--- config.mk ---
export PLATFORM = sky130hd
export DESIGN_NAME = ex_stage_mc
export DESIGN_NICKNAME = d
export VERILOG_FILES = /design/src/rtl/ex_stage_mc.sv
export SDC_FILE = /design/constraint.sdc
export NUM_CORES = 1
export LEC_CHECK = 0
export BUFFER_PORTS_ARGS = -buffer_cell sky130_fd_sc_hd__buf_4
export CAP_MARGIN = 0
export CORE_AREA = 2 2 214 216
export DETAILED_ROUTE_END_ITERATION = 16
export DIE_AREA = 0 0 216 218
export HOLD_SLACK_MARGIN = 0.15
export PLACE_DENSITY = 0.81
export RECOVER_POWER = 50
export SLEW_MARGIN = 20
export SYNTH_ARGS = -nofsm -noshare
export SYNTH_HDL_FRONTEND = slang
export SYNTH_SLANG_ARGS = --single-unit
--- constraint.sdc ---
create_clock -name clk -period 7.3 [get_ports clk]
set_clock_uncertainty 0.1 [all_clocks]
set_input_delay 1.46 -clock clk [delete_from_list [all_inputs] [get_ports clk]]
set_output_delay 1.46 -clock clk [all_outputs]
set_load 0.01 [all_outputs]
--- src/rtl/ex_stage_mc.sv ---
// ex_stage_mc: execute stage with ID/EX pipeline register, operand forwarding,
// single-cycle ALU, branch target, zero flag and an iterative shift-add multiplier.
//
// Ports:
//   clk, rst                      clock, synchronous active-high reset
//   ex_stall_in                   downstream hold; freezes ID/EX and the multiplier
//   id_flush                      load a bubble into ID/EX on an advance edge
//   id_valid, id_wreg, id_m2reg,
//   id_wmem, id_branch, id_shift,
//   id_aluimm, id_aluc            decode controls
//   id_fwda, id_fwdb              forward select (0/3 regfile, 1 MEM, 2 WB)
//   id_a_in, id_b_in, id_imm,
//   id_pc4, id_destR              operands, immediate, PC+4, destination
//   mem_fwd_data, wb_fwd_data     live forwarding sources
//   ex_valid, ex_wreg, ex_m2reg,
//   ex_wmem, ex_branch            controls to EX/MEM
//   ex_aluR, ex_inB, ex_pc        ALU result, forwarded store data, branch target
//   ex_destR, ex_zero             destination register, fa == fb
//   ex_busy                       multiplier occupies EX; hazard unit holds PC and IF/ID
module ex_stage_mc #(
  parameter int XLEN     = 32,
  parameter int SHW      = $clog2(XLEN),
  parameter int BR_SHIFT = 2
) (
  input  logic            clk,
  input  logic            rst,
  input  logic            ex_stall_in,
  input  logic            id_flush,
  input  logic            id_valid,
  input  logic            id_wreg,
  input  logic            id_m2reg,
  input  logic            id_wmem,
  input  logic            id_branch,
  input  logic            id_shift,
  input  logic            id_aluimm,
  input  logic [3:0]      id_aluc,
  input  logic [1:0]      id_fwda,
  input  logic [1:0]      id_fwdb,
  input  logic [XLEN-1:0] id_a_in,
  input  logic [XLEN-1:0] id_b_in,
  input  logic [XLEN-1:0] id_imm,
  input  logic [XLEN-1:0] id_pc4,
  input  logic [4:0]      id_destR,
  input  logic [XLEN-1:0] mem_fwd_data,
  input  logic [XLEN-1:0] wb_fwd_data,
  output logic            ex_valid,
  output logic            ex_wreg,
  output logic            ex_m2reg,
  output logic            ex_wmem,
  output logic            ex_branch,
  output logic [XLEN-1:0] ex_aluR,
  output logic [XLEN-1:0] ex_inB,
  output logic [XLEN-1:0] ex_pc,
  output logic [4:0]      ex_destR,
  output logic            ex_zero,
  output logic            ex_busy
);

  typedef enum logic [1:0] {StIdle, StRun, StDone} state_e;

  // ID/EX register
  logic            r_valid, r_wreg, r_m2reg, r_wmem, r_branch, r_shift, r_aluimm;
  logic [3:0]      r_aluc;
  logic [1:0]      r_fwda, r_fwdb;
  logic [XLEN-1:0] r_a, r_b, r_imm, r_pc4;
  logic [4:0]      r_destR;

  // Multiplier state
  state_e          r_state, w_state_d;
  logic [XLEN-1:0] r_mcand, r_mplier, r_acc;
  logic [XLEN-1:0] w_mcand_d, w_mplier_d, w_acc_d;
  logic [SHW-1:0]  r_cnt, w_cnt_d;

  logic            w_busy, w_advance, w_is_mul;
  logic [XLEN-1:0] w_fa, w_fb, w_opa, w_opb, w_sa_ext, w_alu;

  assign w_is_mul  = r_valid && (r_aluc == 4'd12);
  assign w_advance = !w_busy && !ex_stall_in;

  always_ff @(posedge clk) begin
    if (rst || (w_advance && id_flush)) begin
      r_valid  <= 1'b0;
      r_wreg   <= 1'b0;
      r_m2reg  <= 1'b0;
      r_wmem   <= 1'b0;
      r_branch <= 1'b0;
      r_shift  <= 1'b0;
      r_aluimm <= 1'b0;
      r_aluc   <= '0;
      r_fwda   <= '0;
      r_fwdb   <= '0;
      r_a      <= '0;
      r_b      <= '0;
      r_imm    <= '0;
      r_pc4    <= '0;
      r_destR  <= '0;
    end else if (w_advance) begin
      r_valid  <= id_valid;
      r_wreg   <= id_wreg;
      r_m2reg  <= id_m2reg;
      r_wmem   <= id_wmem;
      r_branch <= id_branch;
      r_shift  <= id_shift;
      r_aluimm <= id_aluimm;
      r_aluc   <= id_aluc;
      r_fwda   <= id_fwda;
      r_fwdb   <= id_fwdb;
      r_a      <= id_a_in;
      r_b      <= id_b_in;
      r_imm    <= id_imm;
      r_pc4    <= id_pc4;
      r_destR  <= id_destR;
    end
  end

  // Forwarding muxes; selects 0 and 3 both mean regfile.
  always_comb begin
    unique case (r_fwda)
      2'd1:    w_fa = mem_fwd_data;
      2'd2:    w_fa = wb_fwd_data;
      default: w_fa = r_a;
    endcase
    unique case (r_fwdb)
      2'd1:    w_fb = mem_fwd_data;
      2'd2:    w_fb = wb_fwd_data;
      default: w_fb = r_b;
    endcase
  end

  assign w_sa_ext = {{(XLEN-SHW){1'b0}}, r_imm[6+SHW-1:6]};
  assign w_opa    = r_shift ? w_sa_ext : w_fa;
  assign w_opb    = r_aluimm ? r_imm : w_fb;

  always_comb begin
    w_alu = '0;
    unique case (r_aluc)
      4'd0:    w_alu = w_opa + w_opb;
      4'd1:    w_alu = w_opa - w_opb;
      4'd2:    w_alu = w_opa & w_opb;
      4'd3:    w_alu = w_opa | w_opb;
      4'd4:    w_alu = w_opa ^ w_opb;
      4'd5:    w_alu = ~(w_opa | w_opb);
      4'd6:    w_alu = {{(XLEN-1){1'b0}}, ($signed(w_opa) < $signed(w_opb))};
      4'd7:    w_alu = {{(XLEN-1){1'b0}}, (w_opa < w_opb)};
      4'd8:    w_alu = w_opb << w_opa[SHW-1:0];
      4'd9:    w_alu = w_opb >> w_opa[SHW-1:0];
      4'd10:   w_alu = $unsigned($signed(w_opb) >>> w_opa[SHW-1:0]);
      4'd11:   w_alu = w_opb << (XLEN/2);
      default: w_alu = '0; // MUL result comes from the accumulator in StDone
    endcase
  end

  // Multiplier FSM: state register
  always_ff @(posedge clk) begin
    if (rst) begin
      r_state  <= StIdle;
      r_mcand  <= '0;
      r_mplier <= '0;
      r_acc    <= '0;
      r_cnt    <= '0;
    end else begin
      r_state  <= w_state_d;
      r_mcand  <= w_mcand_d;
      r_mplier <= w_mplier_d;
      r_acc    <= w_acc_d;
      r_cnt    <= w_cnt_d;
    end
  end

  // Multiplier FSM: next state and busy
  always_comb begin
    w_state_d  = r_state;
    w_mcand_d  = r_mcand;
    w_mplier_d = r_mplier;
    w_acc_d    = r_acc;
    w_cnt_d    = r_cnt;
    w_busy     = 1'b0;
    unique case (r_state)
      StIdle: begin
        if (w_is_mul) begin
          w_busy = 1'b1;
          if (!ex_stall_in) begin
            w_mcand_d  = w_opa;
            w_mplier_d = w_opb;
            w_acc_d    = '0;
            w_cnt_d    = '0;
            w_state_d  = StRun;
          end
        end
      end
      StRun: begin
        w_busy = 1'b1;
        if (!ex_stall_in) begin
          if (r_mplier[0]) w_acc_d = r_acc + r_mcand;
          w_mcand_d  = r_mcand << 1;
          w_mplier_d = r_mplier >> 1;
          w_cnt_d    = r_cnt + 1'b1;
          if (r_cnt == SHW'(XLEN-1)) w_state_d = StDone;
        end
      end
      StDone: begin
        // Busy is low here, so advance reduces to !ex_stall_in.
        if (!ex_stall_in) w_state_d = StIdle;
      end
      default: w_state_d = StIdle;
    endcase
  end

  // While the multiply is in flight EX/MEM must see a bubble.
  assign ex_valid  = r_valid  && !w_busy;
  assign ex_wreg   = r_wreg   && !w_busy;
  assign ex_wmem   = r_wmem   && !w_busy;
  assign ex_branch = r_branch && !w_busy;
  assign ex_m2reg  = r_m2reg;
  assign ex_destR  = r_destR;
  assign ex_inB    = w_fb;
  assign ex_aluR   = (r_state == StDone) ? r_acc : w_alu;
  assign ex_pc     = r_pc4 + (r_imm << BR_SHIFT);
  // Gated by valid so a bubble (and the post-reset state) reads zero everywhere.
  assign ex_zero   = r_valid && (w_fa == w_fb);
  assign ex_busy   = w_busy;

endmodule

# Yosys cells after proc, flatten, opt, wreduce, memory -nomap -nowiden
# Cells that the tools add are included.
# classes
addsub	5
n_mul	0
div_mod_pow	0
magnitude_cmp	2
eq_ne	26
shift	3
mux	31
n_bitwise	4
reduce_logical	17
# ops
op	count
32-bit 2-to-1 mux	13
32-bit one-hot mux with 12 select lines	1
32-bit one-hot mux with 2 select lines	5
32-bit adder	3
32-bit < comparator	2
32-bit bitwise AND	1
32-bit == test	1
32-bit NOT	1
32-bit OR	1
32-bit by 5-bit << shifter with 32-bit output	1
32-bit by 5-bit >> shifter with 32-bit output	1
32-bit by 5-bit >>> shifter with 32-bit output	1
32-bit subtractor	1
32-bit XOR	1
4-bit == test (second input constant)	5
4-bit by 3-bit == test with 1-bit output (second input constant)	4
5-bit 2-to-1 mux	3
2-bit inequality test (second input constant)	6
2-bit 2-to-1 mux	5
5-bit one-hot mux with 2 select lines	1
5-bit AND reduction	2
4-bit by 2-bit == test with 1-bit output (second input constant)	2
1-bit logical AND	8
2-bit by 1-bit == test with 1-bit output (second input constant)	3
13 further kinds	16
# word_totals
ff_bits	251
latchBits	0
ramBits	0
romBits	0
in_bits	216
out_inout_bits	108
wordCells	108
n_memories	0

# Depth between registers and ports, before layout
# logic_depth
ltp_word	8
ltp_mapped	22
depth_no_buf	18

# Worst setup path after synthesis
# OpenSTA, ideal clock, no wires.
# synth_path
path_kind	in2out
start	input port wb_fwd_data[4]
end	output port ex_aluR[0]
arrival_time_ns	5.344
required_time_ns	5.740
setup_slack_ns	0.396
stages	18
n_path_buf	4
cell_sequence	a221oi_1 -> o31a_1 -> buf_2 -> clkinv_1 -> clkbuf_1 -> clkbuf_1 -> ha_1 -> buf_2 -> inv_1 -> a221oi_2 -> o21ai_1 -> a21oi_1 -> o21bai_1 -> a311oi_2 -> o21ai_1 -> a2111oi_1 -> a21oi_1 -> o311ai_1
# synth_between
elab_chain_cells	5
elab_cells_between_ends	11
cone_classes	2 x order compare; 3 x shift; 6 x mux
# synth_lines
item	line_no	source
from (decl)	45	input logic [XLEN-1:0] wb_fwd_data,
32-bit one-hot mux with 2 select lines (on tied branches)	118, 123	
32-bit 2-to-1 mux (on tied branches)	131, 132	
32-bit < comparator (tied with other cells)	144	4'd7: w_alu = {{(XLEN-1){1'b0}}, (w_opa < w_opb)};
32-bit one-hot mux with 12 select lines (*)	136	unique case (r_aluc)
32-bit 2-to-1 mux (*)	217	assign ex_aluR = (r_state == StDone) ? r_acc : w_alu;
to (decl)	51	output logic [XLEN-1:0] ex_aluR,
# Mark *: on every way between the ends. The rest lies on a longest branch, timed or not.

# Worst setup path after layout
# layout_path
start	input port mem_fwd_data[0]
end	output port ex_aluR[18]
# layout_between
elab_chain_cells	5
elab_cells_between_ends	11
cone_classes	2 x add/sub; 3 x shift; 6 x mux
# layout_lines
item	line_no	source
from (decl)	44	input logic [XLEN-1:0] mem_fwd_data,
32-bit one-hot mux with 2 select lines (on tied branches)	118, 123	
32-bit 2-to-1 mux (on tied branches)	131, 132	
32-bit subtractor (tied with other cells)	138	4'd1: w_alu = w_opa - w_opb;
32-bit one-hot mux with 12 select lines (*)	136	
32-bit 2-to-1 mux (*)	217	
# Marked as above.

==> results.cfg <==
[outcome]
outcome = finished with violations
failing_checks = capacitance limit, slew limit

[grt]
antenna_found_initial = 13
grt_pass1_vias = 26000
grt_first_pass_wirelength_mm = 161
globalRouteOverflowTotal = 0
global_route.usage.total = 0.446
grt_max_degree = 95

[sta]
slew-limit-headroom = -0.703
unrepaired_setup_endpoints_after_global_routing = no
report.final.hold_viol_count = 0
max_slew.worst_pin.slew_ns = 2.55
setup_tns_after_final_layout_ns = 0
clock.fmax_mhz = 141
postLayoutSetupSlackWorst_ns = 0.212
fin_crit_sh = 0.971
setup_viol = 0
finalCriticalPeriod_ns = 7.09
hold_ws_ns = 0.351
max_slew_violation_count = 162

[detailed_routing]
detail_route.vias_per_cell = 6.69
dr.first_iter.drc_count = 4408
vias = 28300
wire_per_inst_microns = 26.0
detail_route.wirelength_mm = 110
route.antenna.remaining_nets = 0
remaining_drc_errors = 0
drt-pass1-iter-count = 7

[cells_and_area]
fillerInstances = 4179
drive_above_1_share = 0.145
finish.net_count = 3979
layout-area-overhead-vs-synth_pct = 15.9

[power]
post-layout-total-power_w = 0.00568
power_leakage_nw = 11.7
ir_worst_vdd_mv = 0.191
power_density_mw_per_mm2 = 204

[synth]
synth.yosys.seq_area_share = 0.209
synth_compound_area_frac = 0.319
yosys_warnings = 0
synth_top_family_by_area = compound AO/OA/AOI/OAI gates
synth_ff_type = sky130_fd_sc_hd__dfxtp_1
post_synth_and_or_nand_nor_area_fraction = 0.222
synthesis.instances = 3382
cell_variety_after_synth = 99
synth.ff_latch_count = 251
syn-cell-area_sq_mm = 0.0240
syn_nets = 3769
synth_xor_area_frac = 0.0383
ys_async_sr_fraction = 0
synth_edf_count = 0
yosys.area_share.adder = 0.0904
avg_cell_area_syn_sq_um = 7.09
mux_cell_area_share_after_synthesis = 0.0564

[min_path]
worstHoldEndpoint = r_wmem$_SDFFE_PP0P_
hold-path-cell-count = 2
timing.hold.worst.start = r_wmem$_SDFFE_PP0P_
hold_class = reg2reg

[cts]
cts_tree = built
clk_root_buffer_cell = sky130_fd_sc_hd__clkbuf_16
cts-buffers-inserted = 29
cts_hold_fix_bufs = 0
cts_num_sinks = 251
cts_max_level = 1
clk_transition_reported_paths_ns = 0.06
insertion_delay_ns = 0.61
cts.path.max_buffers = 3

[critical_path]
regToRegStartpoint = r_aluc[2]$_SDFFE_PP0P_
worst_setup_path_start_kind = input pin
worstSetupPathType = in2out
regToRegEndpoint = r_acc[24]$_SDFFE_PP0P_
ff2ff_setup_slack_ns = 0.50
critPathCaptureType = primary output
critPathArrivalTime_ns = 5.53
rr_worst_depth = 9
worst_ep_required_time_ns = 5.74
cp_max_fo = 3

[floorplan]
dieHeight_microns = 218
die-width_microns = 216
core_region_area_sq_mm = 0.0449
fp.dieArea_sq_mm = 0.0471
io_pins = 324
floorplan.initialDensity = 0.534
fp-row-count = 78

[placement]
portbufs = 323
place_hpwl_mm = 84.6
dp_slack_ns = 0.0671
gp_weighted_congestion = 1.14

[run]
max-cap-violations = 4
## cells in the final DEF (no fill, tap or decap), drive strengths merged, types with 35 or more instances in the layout
master    n
nand2   526
a21oi   391
nor2    372
buf     371
dfxtp   251
ha      167
o21ai   143
mux2i   116
inv     116
nand2b   95
clkbuf   94
nor3     92
xnor2    88
a22oi    70
a211oi   67
o21a     47
a21o     46
a22o     43
a311oi   35
## layout make-up
| cell class | instances | area (sq um) | area share |
|---|---|---|---|
| Multi-Input combinational cell | 2768 | 17600 | 0.632 |
| Sequential cell | 251 | 5030 | 0.181 |
| Timing Repair Buffer | 425 | 3030 | 0.109 |
| Clock buffer | 40 | 817 | 0.0294 |
| Tap cell | 600 | 751 | 0.0270 |
| Inverter | 117 | 442 | 0.0159 |
| Clock inverter | 11 | 128 | 0.00459 |
| Antenna cell | 13 | 32.5 | 0.00117 |
## registers in the layout, summed over array words and instances (netlist names)
name,count
r_valid,1
r_pc4,32
ex_m2reg,1
r_mcand,32
r_wmem,1
r_a,32
r_acc,32
r_shift,1
r_fwdb,2
r_mplier,32
r_cnt,5
r_branch,1
ex_destR,5
r_b,32
r_imm,32
r_wreg,1
r_fwda,2
r_state,2
r_aluc,4
r_aluimm,1
## layer usage
layer | part of all wire | vias to the layer above | GRT usage | wire length [microns]
li1 | - | 12600 | - | -
met1 | 0.38 | 13100 | 0.561 | 41700
met2 | 0.41 | 2070 | 0.659 | 45000
met3 | 0.13 | 434 | 0.136 | 14600
met4 | 0.077 | 0 | 0.289 | 8420
met5 | 0 | - | 0 | 0
## kinds of logic (layout without fill, tap and decap cells)
group	Yosys count	after routing
AOI/OAI and AO/OA	1133	1133
buffers and inverters	363	593
and+or+nand+nor	1226	1226
DFF	251	251
other	0	13
xor gates and xnor gates	105	105
adders and majority gates	171	171
muxes	133	133
## how the worst max path moves through the flow
stage                           start          end  slack, ns  depth (start not counted)
2_1_floorplan          wb_fwd_data[4]   ex_aluR[0]       0.40                         18
3_3_place_gp           wb_fwd_data[0]  ex_aluR[14]       0.13                         17
3_5_place_dp           wb_fwd_data[0]  ex_aluR[14]       0.07                         17
4_1_cts        r_fwda[0]$_SDFFE_PP0P_  ex_aluR[14]       0.03                         18
5_1_grt        r_fwdb[0]$_SDFFE_PP0P_  ex_aluR[14]      0.006                         19
6_report              mem_fwd_data[0]  ex_aluR[18]       0.21                         17
## through the flow
step            util  std cells  cell area, sq um
6_report       0.620       4225             27800
4_1_cts        0.622       4212             27900
2_1_floorplan      -       3382             24000
3_3_place_gp   0.601       4161             27000
3_5_place_dp   0.601       4161             27000
5_1_grt        0.620       4224             27800
## synthesized netlist by cell type, types with 31 or more instances
cell type	instances	area (sq um)
sky130_fd_sc_hd__nand2_1	526	1970
sky130_fd_sc_hd__clkbuf_1	152	571
sky130_fd_sc_hd__nand3_1	31	155
sky130_fd_sc_hd__a21o_1	46	345
sky130_fd_sc_hd__o21a_1	47	353
sky130_fd_sc_hd__ha_1	167	2090
sky130_fd_sc_hd__dfxtp_1	251	5020
sky130_fd_sc_hd__a22oi_1	70	526
sky130_fd_sc_hd__nor3_1	92	460
sky130_fd_sc_hd__a311oi_1	34	298
sky130_fd_sc_hd__nor2_1	371	1390
sky130_fd_sc_hd__xnor2_1	88	771
sky130_fd_sc_hd__buf_2	49	245
sky130_fd_sc_hd__inv_1	106	398
sky130_fd_sc_hd__a21oi_1	390	1950
sky130_fd_sc_hd__nand2b_1	95	594
sky130_fd_sc_hd__a22o_1	43	377
sky130_fd_sc_hd__mux2i_1	116	1160
sky130_fd_sc_hd__a211oi_1	65	488
sky130_fd_sc_hd__o21ai_0	135	676
## power breakdown
group	switching (W)	internal, W
clock network	0.000618	0.000851
logic	0.00178	0.000978
registers	0.0000391	0.00141
## what timing repair did
action / in CTS / in global routing
endpoints found under the setup margin: 0 / 16
setup buffers: 0 / 0
gates resized for setup: 0 / 15
## critical path, stage by stage
cell                       delay (ns)
sky130_fd_sc_hd__buf_4           0.11
sky130_fd_sc_hd__a22o_1          0.21
sky130_fd_sc_hd__o221ai_1        0.33
sky130_fd_sc_hd__inv_1           0.14
sky130_fd_sc_hd__ha_1            0.29
sky130_fd_sc_hd__fa_1            0.51
sky130_fd_sc_hd__o21bai_2        0.26
sky130_fd_sc_hd__a221oi_4        0.12
sky130_fd_sc_hd__o21ai_1         0.31
sky130_fd_sc_hd__a21oi_1         0.19
sky130_fd_sc_hd__o21bai_2        0.33
sky130_fd_sc_hd__a31oi_1         0.19
sky130_fd_sc_hd__o31ai_1         0.31
sky130_fd_sc_hd__xnor2_1         0.16
sky130_fd_sc_hd__nand2_1         0.11
sky130_fd_sc_hd__a31oi_1         0.29
sky130_fd_sc_hd__buf_4           0.18
No activity file was read; power rests on OpenSTA's default activity.
